`config.mk`:
```
export PLATFORM = sky130hd
export DESIGN_NAME = ram_rr_arbiter
export DESIGN_NICKNAME = d
export VERILOG_FILES = /design/src/rtl/ram_rr_arbiter_pkg.sv /design/src/rtl/ram_rr_arbiter_rr_pick.sv /design/src/rtl/ram_rr_arbiter.sv
export SDC_FILE = /design/constraint.sdc
export NUM_CORES = 1
export LEC_CHECK = 0
export CORE_ASPECT_RATIO = 1.4
export CORE_MARGIN = 2
export CORE_UTILIZATION = 60
export DETAILED_ROUTE_END_ITERATION = 7
export DONT_BUFFER_PORTS = 1
export PLACE_DENSITY = 0.81
export SYNTH_ARGS = -nofsm -noshare
export SYNTH_HDL_FRONTEND = slang
export SYNTH_SLANG_ARGS = --single-unit
export TNS_END_PERCENT = 100
```
`constraint.sdc`:
```
create_clock -name clk -period 7 [get_ports clk]
set_input_delay 1.05 -clock clk [delete_from_list [all_inputs] [get_ports clk]]
set_output_delay 1.05 -clock clk [all_outputs]
set_load 0.005 [all_outputs]
```
`src/rtl/ram_rr_arbiter_pkg.sv`:
```
// Shared types and helpers for the RAM round-robin arbiter and related arbiters.
package ram_rr_arbiter_pkg;

  typedef enum logic {
    IDLE = 1'b0,
    BUSY = 1'b1
  } arb_state_e;

  // Index width that stays at least one bit wide for degenerate sizes.
  function automatic int idx_width(input int n);
    return (n > 1) ? $clog2(n) : 1;
  endfunction

endpackage

```
`src/rtl/ram_rr_arbiter_rr_pick.sv`:
```
// Combinational round-robin picker: first set request searched circularly from last+1.
module rr_pick
  import ram_rr_arbiter_pkg::*;
#(
  parameter int NREQ = 4,
  parameter int OW   = idx_width(NREQ)
) (
  input  logic [NREQ-1:0] i_req,
  input  logic [OW-1:0]   i_last,
  output logic [NREQ-1:0] o_winner_oh,
  output logic [OW-1:0]   o_winner_idx,
  output logic            o_any
);

  localparam int SW = OW + 1;

  logic [OW-1:0]     w_start;
  logic [2*NREQ-1:0] w_dbl;
  logic [NREQ-1:0]   w_rot;
  logic [OW-1:0]     w_low_idx;
  logic [SW-1:0]     w_sum;

  assign w_start = (i_last == OW'(NREQ - 1)) ? '0 : i_last + 1'b1;

  // Rotating right by the start index puts the highest-priority requester at bit 0.
  assign w_dbl = {i_req, i_req};
  assign w_rot = w_dbl[w_start +: NREQ];

  always_comb begin
    w_low_idx = '0;
    for (int k = NREQ - 1; k >= 0; k--) begin
      if (w_rot[k]) w_low_idx = OW'(k);
    end
  end

  assign w_sum        = {1'b0, w_low_idx} + {1'b0, w_start};
  assign o_winner_idx = (w_sum >= SW'(NREQ)) ? OW'(w_sum - SW'(NREQ)) : OW'(w_sum);
  assign o_any        = |i_req;
  assign o_winner_oh  = o_any ? (NREQ'(1) << o_winner_idx) : '0;

endmodule

```
`src/rtl/ram_rr_arbiter.sv`:
```
// Round-robin arbiter sharing one single-port synchronous RAM among NREQ requesters,
// with bursts of up to MAX_BURST accesses per grant and per-requester read return.
module ram_rr_arbiter
  import ram_rr_arbiter_pkg::*;
#(
  parameter int NREQ      = 4,
  parameter int AW        = 8,
  parameter int DW        = 8,
  parameter int MAX_BURST = 4
) (
  input  logic               clk,
  input  logic               rst,
  input  logic [NREQ-1:0]    req,
  input  logic [NREQ-1:0]    we,
  input  logic [NREQ*AW-1:0] addr,
  input  logic [NREQ*DW-1:0] wdata,
  output logic [NREQ-1:0]    gnt,
  output logic [NREQ-1:0]    ack,
  output logic [NREQ-1:0]    rvalid,
  output logic [DW-1:0]      rdata,
  output logic               ram_en,
  output logic               ram_we,
  output logic [AW-1:0]      ram_addr,
  output logic [DW-1:0]      ram_wdata,
  input  logic [DW-1:0]      ram_rdata
);

  localparam int OW = idx_width(NREQ);
  localparam int CW = idx_width(MAX_BURST + 1);

  arb_state_e      r_state;
  logic [NREQ-1:0] r_gnt;
  logic [OW-1:0]   r_owner;
  logic [CW-1:0]   r_burst_cnt;
  logic [OW-1:0]   r_last;
  logic [NREQ-1:0] r_rvalid;

  logic [NREQ-1:0] w_pick_oh;
  logic [OW-1:0]   w_pick_idx;
  logic            w_pick_any;
  logic [AW-1:0]   w_addr_arr  [NREQ];
  logic [DW-1:0]   w_wdata_arr [NREQ];
  logic            w_own_req;
  logic            w_own_we;
  logic            w_access;
  logic            w_burst_done;

  generate
    for (genvar gi = 0; gi < NREQ; gi++) begin : g_unpack
      assign w_addr_arr[gi]  = addr[gi*AW +: AW];
      assign w_wdata_arr[gi] = wdata[gi*DW +: DW];
    end
  endgenerate

  rr_pick #(
    .NREQ (NREQ),
    .OW   (OW)
  ) u_pick (
    .i_req        (req),
    .i_last       (r_last),
    .o_winner_oh  (w_pick_oh),
    .o_winner_idx (w_pick_idx),
    .o_any        (w_pick_any)
  );

  assign w_own_req    = req[r_owner];
  assign w_own_we     = we[r_owner];
  assign w_access     = (r_state == BUSY) && w_own_req;
  assign w_burst_done = (r_burst_cnt == CW'(MAX_BURST - 1));

  // RAM strobes derive from state so an async reset kills them without waiting for an edge.
  assign ram_en    = w_access;
  assign ram_we    = w_access & w_own_we;
  assign ram_addr  = w_addr_arr[r_owner];
  assign ram_wdata = w_wdata_arr[r_owner];
  assign ack       = w_access ? r_gnt : '0;
  assign gnt       = r_gnt;
  assign rvalid    = r_rvalid;
  assign rdata     = (|r_rvalid) ? ram_rdata : '0;

  always_ff @(posedge clk or posedge rst) begin
    if (rst) begin
      r_state     <= IDLE;
      r_gnt       <= '0;
      r_owner     <= '0;
      r_burst_cnt <= '0;
      r_last      <= OW'(NREQ - 1);
    end else begin
      case (r_state)
        IDLE: begin
          if (w_pick_any) begin
            r_gnt       <= w_pick_oh;
            r_owner     <= w_pick_idx;
            r_burst_cnt <= '0;
            r_state     <= BUSY;
          end
        end
        BUSY: begin
          if (w_access) r_burst_cnt <= r_burst_cnt + 1'b1;
          if (!w_own_req || w_burst_done) begin
            r_state <= IDLE;
            r_gnt   <= '0;
            r_last  <= r_owner;
          end
        end
        default: r_state <= IDLE;
      endcase
    end
  end

  // Read return runs beside the FSM so it completes across a release or a new grant.
  always_ff @(posedge clk or posedge rst) begin
    if (rst) begin
      r_rvalid <= '0;
    end else begin
      r_rvalid <= (w_access && !w_own_we) ? r_gnt : '0;
    end
  end

endmodule

```
==> run metrics, run 1 <==
Die Width=44.2 um; Register Area=403 sq um; placer congestion estimate=0.825; initial antenna violation count=0; H-tree levels=1; final setup skew=2.78 ps; Port Buffers=0; Clock Tree Buf Depth=2; commonest non-fill, non-tap cell in the layout=mux4_2; internal reg-to-reg setup slack=4450 ps; R2R depth=9; filler cell count=158; post-synthesis mux area share=32.3%; CTS tree=done; hold depth=2; overall routing resource usage=24.6%; Area Growth Syn to Fin=1.47%; Max-Cap Viols=0; grt ovf=0; Antenna diodes=0; Cell Rows=20; crit path DAT=2410 ps; Seq cells post-synth=16; commonest cells after routing, fill and taps aside=mux4_2, dfrtp_1, nand2_1; Ys Warns=0; Synth Area in Adders=between 3 and 4%; Die Area=0.00267 sq mm; CP Class=flop to output port; cts bufs inserted=3; Routed Antenna Nets=0; RSZ-0062 raised after global routing=no; largest net degree at the start of global routing=21; status=complete, no violations; grt met1 use=26.0%; initial core utilization=63.1%; register area share after synthesis=29.7%; Setup-failing EPs final=0; Cell Pwr Density=450 mW/mm^2; LEAKAGE=0.000564 uW; asr flop ratio synth=100%; Syn Inst Count=118; worst slew pin tran=around 1000 ps; Clock Sinks=16; Detailed Place HPWL=2640 um; Die H=a little over 60 um; wire per inst=23.1 um; M2 GR Usage=46.2%; Hold Crit Start=r_burst_cnt[1]$_DFFE_PP0P_; Cells after DPL=between 100 and 150; Netlist Area Pre-Place=0.00136 sq mm; first-pass GRT wire length=4790 um; vias in the first global route=1049; predominant post-synthesis flop cell=dfrtp_1; syn_area_per_cell=11.5 sq um; largest family of logic cells by synthesized area=multiplexers; Post-Synth Simple-Gate Area=between 10% and 20%; fin crit period=approximately 3500 ps; # resized after CTS=0; drt first pass iters=4; Nets=between 200 and 250; Post-CTS Hold Buffers=0; CP Data Required Time=5950 ps; Post-Layout Cell Count=137; Rel. slew slack=30.1%; fin. max-slew vios=0; Post CTS Setup Buffer Count=0; Initial DRC Count=24; Critical Path Fanout Max=20; GR Util met3=6.95%; insertion delay to the later sink of the worst-skew pair=290 ps; DRC=0; clock root buffer master=clkbuf_4; Fin. Hold Viols=0; routed vias=roughly 1000; ratio of cells with drive above 1 in the final layout=31.3%; HP Class=flop to flop; synthesized net count=204; worst hold endpoint=r_burst_cnt[1]$_DFFE_PP0P_; io pins=120; fmax=0.289 GHz; setup tns final=0 ps; crit start category=flop; Peak VDD IR=0.000200 V; busiest grt layer=met2; Multi-input gate area=a little under 900 sq um; Yosys cell types=33; CTS clk-pin slew, worst paths=90 ps; xor/xnor share of the synthesized area=~1.3%; vias per cell=7.56; fin crit share=49.5%; worst r2r src=r_last[0]$_DFFE_PP1P_; RR Endpoint=gnt[3]$_DFFE_PP0P_; Routed WL=between 3000 and 4000 um; core box area=0.00215 sq mm; Post-synth EDFFs=0; crit end category=output port; Compound-Gate Fraction of Synth Area=around a tenth
-- flip-flops by register name (all words and copies together) (netlist names) --
name and cells:
gnt 4, r_burst_cnt 3, r_last 2, r_owner 2, r_state 1, rvalid 4
-- metal layers --
layer / part of all wire (%) / wire (um) / vias to the layer above
met4: 1.9 / 60 / 0
met2: 55 / 1730 / 86
li1: - / - / 445
met3: 11 / 352 / 6
met1: 32 / 1020 / 499
met5: 0 / 0 / -
-- per-stage QoR --
step	total power (uW)	hold slack, ps	worst slack (ps)	instance area [sq um]	utilization (%)
3_3_place_gp	549	482	3870	1340	62.4
3_5_place_dp	562	501	3810	1340	62.4
5_1_grt	671	537	3260	1380	64.1
2_1_floorplan	515	467	3980	1360	-
4_1_cts	625	524	3490	1380	64.1
6_report	621	519	3540	1380	64.1
-- power breakdown --
group	switching [uW]	internal, uW	leakage, uW
Sequential	75.4	129	0.000205
Combinational	162	194	0.000339
Clock	29.1	31.7	0.0000210
Total	266	355	0.000564
-- cell families (layout without fill, tap and decap cells) --
logic type,Yosys count,after routing
and+or+nand+nor,44,44
AOI/OAI and AO/OA,18,18
muxes,21,21
buffers and inverters,13,10
adders and majority gates,4,4
xor gates and xnor gates,2,2
DFF,16,16
-- cell usage after synthesis (3+ instances only) --
master | n | area (sq um)
dfrtp_1 | 14 | 350
nand3_1 | 3 | 15.0
and2_1 | 4 | 25.0
mux2_2 | 3 | 33.8
ha_1 | 4 | 50.1
inv_1 | 6 | 22.5
clkbuf_1 | 3 | 11.3
nor2b_1 | 8 | 50.1
nand2_1 | 10 | 37.5
o21ai_0 | 7 | 35.0
and3_2 | 5 | 37.5
nor2_1 | 6 | 22.5
mux4_2 | 18 | 405
-- area by class of cell --
cell class	instances	area share (%)
Clock buffer	4	2.63
Multi-Input combinational cell	89	64.5
Sequential cell	16	29.2
Tap cell	22	2.00
Inverter	6	1.63
-- worst max-delay path, cell delays in order, from the launching register on --
cell     delay [ps]
dfrtp_1        1050
mux4_2          710
nand2_1         250
inv_1           110
-- worst max-delay path by stage --
stage	from	to	slack (ps)
3_5_place_dp	r_owner[0]$_DFFE_PP0P_	ram_en	3810
5_1_grt	r_owner[0]$_DFFE_PP0P_	ram_en	3260
4_1_cts	r_owner[0]$_DFFE_PP0P_	ram_en	3490
6_report	r_owner[0]$_DFFE_PP0P_	ram_en	3540
2_1_floorplan	req[3]	ram_en	3980
3_3_place_gp	r_owner[0]$_DFFE_PP0P_	ram_en	3870
(Power assumes the default switching activity.)
==> run 2, diff against run 1 <==
- CORE_UTILIZATION: 60 -> 56
- PLACE_DENSITY: 0.81 -> 0.79
- clock period: 7 -> 3 ns (I/O delays scaled with it)
==> run 2 against run 1 <==
Combinational power rose to 2.6 times the previous value. Clock-buffer cell count did not move. Final cell count rose by 2.2%. Critical endpoint is now r_owner[1]$_DFFE_PP0P_. Total power rose by 140%. Worst setup slack got worse by 3000 ps. Utilization fell by 4.4 points. Register-to-register slack got worse by 3900 ps. Global-route usage fell by 0.53 points. Critical path depth rose by 6. Clock power rose by 140%.
==> run metrics, run 2 (same netlist as run 1, synthesis figures left out) <==
status=complete, no violations; Area Growth Syn to Fin=2.67%; Critical path origin=r_last[0]$_DFFE_PP1P_; CP Data Required Time=roughly 3200 ps; cts bufs inserted=3; worst r2r src=r_last[0]$_DFFE_PP1P_; insertion delay to the later sink of the worst-skew pair=280 ps; critical path, cell by cell=ha_1 > nand2_1 > a2bb2oi_1 > o21ai_0 > o22a_1 > ha_1 > xnor2_1 > xnor2_1 > mux2_2; Fin. Hold Viols=0; DRC=0; Final Cell Area=0.00140 sq mm; routed vias=1021; delay-heaviest family, CP=flip-flops; Cells after DPL=between 100 and 150; largest net degree at the start of global routing=21; Peak VDD IR=about 0.00055 V; Rel. slew slack=around 32%; CTS clk-pin slew, worst paths=90 ps; Die H=62.3 um; Cell Pwr Density=1060 mW/mm^2; vias per cell=7.29; crit end category=flop; Multi-input gate area=890 sq um; clock root buffer master=clkbuf_4; Critical Path Fanout Max=10; grt ovf=0; ratio of cells with drive above 1 in the final layout=32.5%; slowest CP cell=dfstp_2; placer congestion estimate=0.782; overall routing resource usage=24.1%; Die Area=about 0.0028 sq mm; Initial DRC Count=30; RSZ-0062 raised after global routing=no; Buf+Inv Stages, Crit Path=0; Port Buffers=0; Clock Tree Buf Depth=2; io pins=between 100 and 150; Post CTS Setup Buffer Count=0; crit path DAT=2720 ps; CP max stage delay=620 ps; Post-Layout Cell Count=between 100 and 150; total power=~1500 uW; Register Area=403 sq um; commonest cells after routing, fill and taps aside=mux4_2, dfrtp_1, nand2_1; fin crit period=2490 ps; first-pass GRT wire length=5040 um; fin. max-slew vios=0; Nets=204; Clock Sinks=16; Routed WL=3200 um; Setup-failing EPs final=0; vias in the first global route=between 1000 and 1500; Die Width=45.6 um; Antenna diodes=0; # resized after CTS=0; Max-Cap Viols=0; HP Class=primary input to asynchronous set/reset pin; Cell Rows=21; fmax=0.402 GHz; drt first pass iters=4; CP Class=flop to flop; commonest non-fill, non-tap cell in the layout=mux4_2; worst slew pin tran=1000 ps; fin crit share=82.9%; initial antenna violation count=0; filler cell count=187; H-tree levels=1; CTS tree=done; Post-CTS Hold Buffers=0; Routed Antenna Nets=0; LEAKAGE=0.000574 uW; initial core utilization=between 50 and 60%; Area after DPL=0.00136 sq mm; crit start category=flop; core box area=0.00234 sq mm; wire per inst=22.9 um; final setup skew=1.00 ps; Detailed Place HPWL=2640 um; setup tns final=0 ps
-- run 2: power by group --
| group | total (uW) | internal, uW | switching [uW] |
|---|---|---|---|
| Clock | 143 | 73.9 | 68.8 |
| Sequential | 396 | 303 | 92.3 |
| Combinational | 934 | 467 | 467 |
| Total | 1470 | 844 | 628 |
-- run 2: worst paths after layout --
check | end | slack [ps] | depth (start not counted)
max in group asynchronous | r_burst_cnt[2]$_DFFE_PP0P_ | 2520 | 1
worst min-delay path | rvalid[2]$_DFF_PP0_ | 100 | 1
worst max-delay path | r_owner[1]$_DFFE_PP0P_ | 510 | 9
min in group clk | r_burst_cnt[2]$_DFFE_PP0P_ | 520 | 2
worst max register to register | r_owner[1]$_DFFE_PP0P_ | 510 | 9
worst min register to register | r_burst_cnt[2]$_DFFE_PP0P_ | 520 | 2
-- run 2: final cells by class --
type | instances | share of cell area [%]
well taps | 23 | 2.06
inverters | 6 | 1.61
repair buffers | 2 | 1.08
flip-flops and latches | 16 | 28.9
clock buffers | 4 | 2.60
multi-input cells | 89 | 63.8
-- run 2: stage by stage --
stage | setup slack (ps) | hold slack (ps) | utilization, %
6_report | 513 | 101 | 59.7
2_1_floorplan | 801 | 362 | -
3_3_place_gp | 724 | 424 | 58.1
3_5_place_dp | 554 | 435 | 58.1
4_1_cts | 519 | 113 | 59.7
5_1_grt | 356 | 149 | 59.7
-- run 2: worst register-to-register path: stages, from the launching register on --
cell	delay [ps]
dfstp_2	620
ha_1	340
nand2_1	100
a2bb2oi_1	170
o21ai_0	100
o22a_1	200
ha_1	190
xnor2_1	130
xnor2_1	350
mux2_2	220
-- run 2: metal layers --
metal / global-route usage (%) / vias up / routed length [um]
met5: 0 / - / 0
met4: 7.72 / 0 / 53
li1: - / 448 / -
met2: 40.0 / 73 / 1680
met1: 29.0 / 494 / 1140
met3: 6.69 / 6 / 329
==> run 3, diff against run 2 <==
- ABC_AREA: default -> 1
- CORE_UTILIZATION: 56 -> 57
- PLACE_DENSITY: 0.79 -> 0.8
- clock period: 3 -> 2.1 ns (I/O delays scaled with it)
==> run 3 against run 2 <==
Design area grew 15%. Hold slack gained 120 ps. Sequential power grew 39%. Sequential cell count is the same. Utilization grew 7.6 points. First-iteration DRC count grew 47%. Synthesized area grew 6.2%. Clock skew grew 4.4 ps. Via count grew 60%.
==> run metrics, run 3 <==
overall routing resource usage=~29%; commonest cells after routing, fill and taps aside=nor2_1, nand2_1, o21ai_0; Netlist Area Pre-Place=around 0.0014 sq mm; worst hold endpoint=r_state$_DFF_PP0_; Hold Crit Start=req[2]; Buf+Inv Stages, Crit Path=2; cts bufs inserted=3; commonest non-fill, non-tap cell in the layout=nor2_1; worst r2r src=r_last[1]$_DFFE_PP1P_; slowest CP cell=dfstp_2; RR Endpoint=gnt[3]$_DFFE_PP0P_; predominant post-synthesis flop cell=dfrtp_1; wire per inst=15.8 um; largest net degree at the start of global routing=35; CTS tree=done; drt first pass iters=6; core box area=0.00239 sq mm; Clock Sinks=16; ratio of cells with drive above 1 in the final layout=16.6%; synthesized net count=between 300 and 400; Initial DRC Count=44; delay-heaviest family, CP=flip-flops; R2R depth=12; Area Growth Syn to Fin=11.4%; Synth top cells by count=nor2_1, nand2_1, o21ai_0, inv_1, o22ai_1; Yosys cell types=30; crit path DAT=2270 ps; clock root buffer master=clkbuf_4; grt ovf=0; hold_ws=223 ps; CP Data Required Time=2300 ps; fin crit period=around 2100 ps; Nets=322; count leader, synth=nor2_1; hold depth=2; LEAKAGE=0.000764 uW; Routed WL=~4300 um; critical path, cell by cell=ha_4 > buf_6 > nand3_1 > nand2_1 > a21boi_2 > ha_2 > xnor2_2 > inv_1 > nand2_2 > nand2_4 > nand2_2 > nand2_1; Post-Layout Cell Count=269; Seq cells post-synth=16; CP max stage delay=570 ps; fin. max-slew vios=0; final setup skew=5.37 ps; DRC=0; syn_area_per_cell=6.22 sq um; internal reg-to-reg setup slack=30 ps; Die Width=46.5 um; Post-synth EDFFs=0; Multi-input gate area=roughly 940 sq um; register area share after synthesis=between 20% and 30%; status=complete, no violations; setup tns final=0 ps; vias per cell=6.06; Cell Rows=21; Yosys top cell area share=24.3%; fmax=about 0.48 GHz; Ys Warns=0; Cells after DPL=260; Port Buffers=0; initial antenna violation count=0; Setup-failing EPs final=0; vias in the first global route=around 1500; Clock Tree Buf Depth=2; dominant cells by area after synthesis=dfrtp_1, nor2_1, o21ai_0; CP Class=flop to flop; insertion delay to the later sink of the worst-skew pair=310 ps; Peak VDD IR=0.000881 V; Antenna diodes=0; H-tree levels=1; Routed Antenna Nets=0; crit start category=flop; asr flop ratio synth=between 90% and 100%; RSZ-0062 raised after global routing=yes; io pins=120; initial core utilization=60.3%; HP Class=primary input to flop; Rel. slew slack=58.2%; fin crit share=a little over nine tenths; Max-Cap Viols=0; worst slew pin tran=621 ps; crit end category=flop; Critical Path Fanout Max=5; Detailed Place HPWL=3160 um; Die H=63.5 um; Die Area=0.00296 sq mm; first-pass GRT wire length=~6300 um; placer congestion estimate=0.838; filler cell count=around 210; Synth area leader=dfrtp_1; routed vias=1630; Cell Pwr Density=around 1900 mW/mm^2; Register Area=403 sq um; Fin. Hold Viols=0; Critical path origin=r_last[1]$_DFFE_PP1P_; Syn Inst Count=232; CTS clk-pin slew, worst paths=100 ps
==> run 3: cell type report <==
type	count	area share (%)
clock buffers	4	2.26
inverters	25	6.23
multi-input cells	180	58.5
flip-flops and latches	16	25.1
well taps	34	2.65
repair buffers	10	5.29
==> run 3: worst max path at each step <==
stage / endpoint / slack [ps] / depth (start not counted)
after floorplan: r_owner[1]$_DFFE_PP0P_ / 20 / 13
after global placement: gnt[2]$_DFFE_PP0P_ / 50 / 13
after detailed placement: gnt[3]$_DFFE_PP0P_ / -110 / 13
after CTS: gnt[3]$_DFFE_PP0P_ / 4 / 13
after global routing: gnt[3]$_DFFE_PP0P_ / -80 / 13
final: gnt[3]$_DFFE_PP0P_ / 30 / 12
==> run 3: logic make-up after synthesis <==
group           after synthesis  synth area share, %
simple gates                114                 33.1
compound gates               61                 24.3
buf+inv                      36                 10.6
flops                        16                 27.9
fa+ha+maj                     4                 3.47
xor+xnor                      1                0.607
==> run 3: per-stage QoR <==
stage / utilization (%) / area (sq um) / worst slack [ps] / total power [uW]
after floorplan: - / 1440 / 16.2 / 2060
after global routing: 67.2 / 1610 / -83.5 / 3300
after detailed placement: 61.4 / 1470 / -113 / 2400
after CTS: 63.9 / 1530 / 4.45 / 2670
final: 67.2 / 1610 / 29.9 / 3010
after global placement: 61.4 / 1470 / 52.0 / 2290
==> run 3: where the power goes <==
group          switching [uW]  internal (uW)  leakage, uW
clock network             109            106    0.0000210
registers                 116            433     0.000205
logic                    1390            860     0.000538
total                    1610           1400     0.000764
==> run 3: layer usage <==
layer / share of wire [%] / global-route usage, % / routed length (um) / vias up
met2: 53 / 51.4 / 2240 / 102
met4: 1.9 / 9.64 / 82 / 0
li1: - / - / - / 779
met1: 37 / 33.5 / 1590 / 739
met3: 8.1 / 1.72 / 346 / 10
met5: 0 / 0 / 0 / -
==> run 3: what timing repair did <==
action                                 in CTS  in global routing
resized for setup                           4                 12
endpoints found under the hold margin      14                  0
hold buffers                                1                  0
setup buffers                               0                  4
pin swaps                                   0                 11
setup endpoints to repair                   5                 11
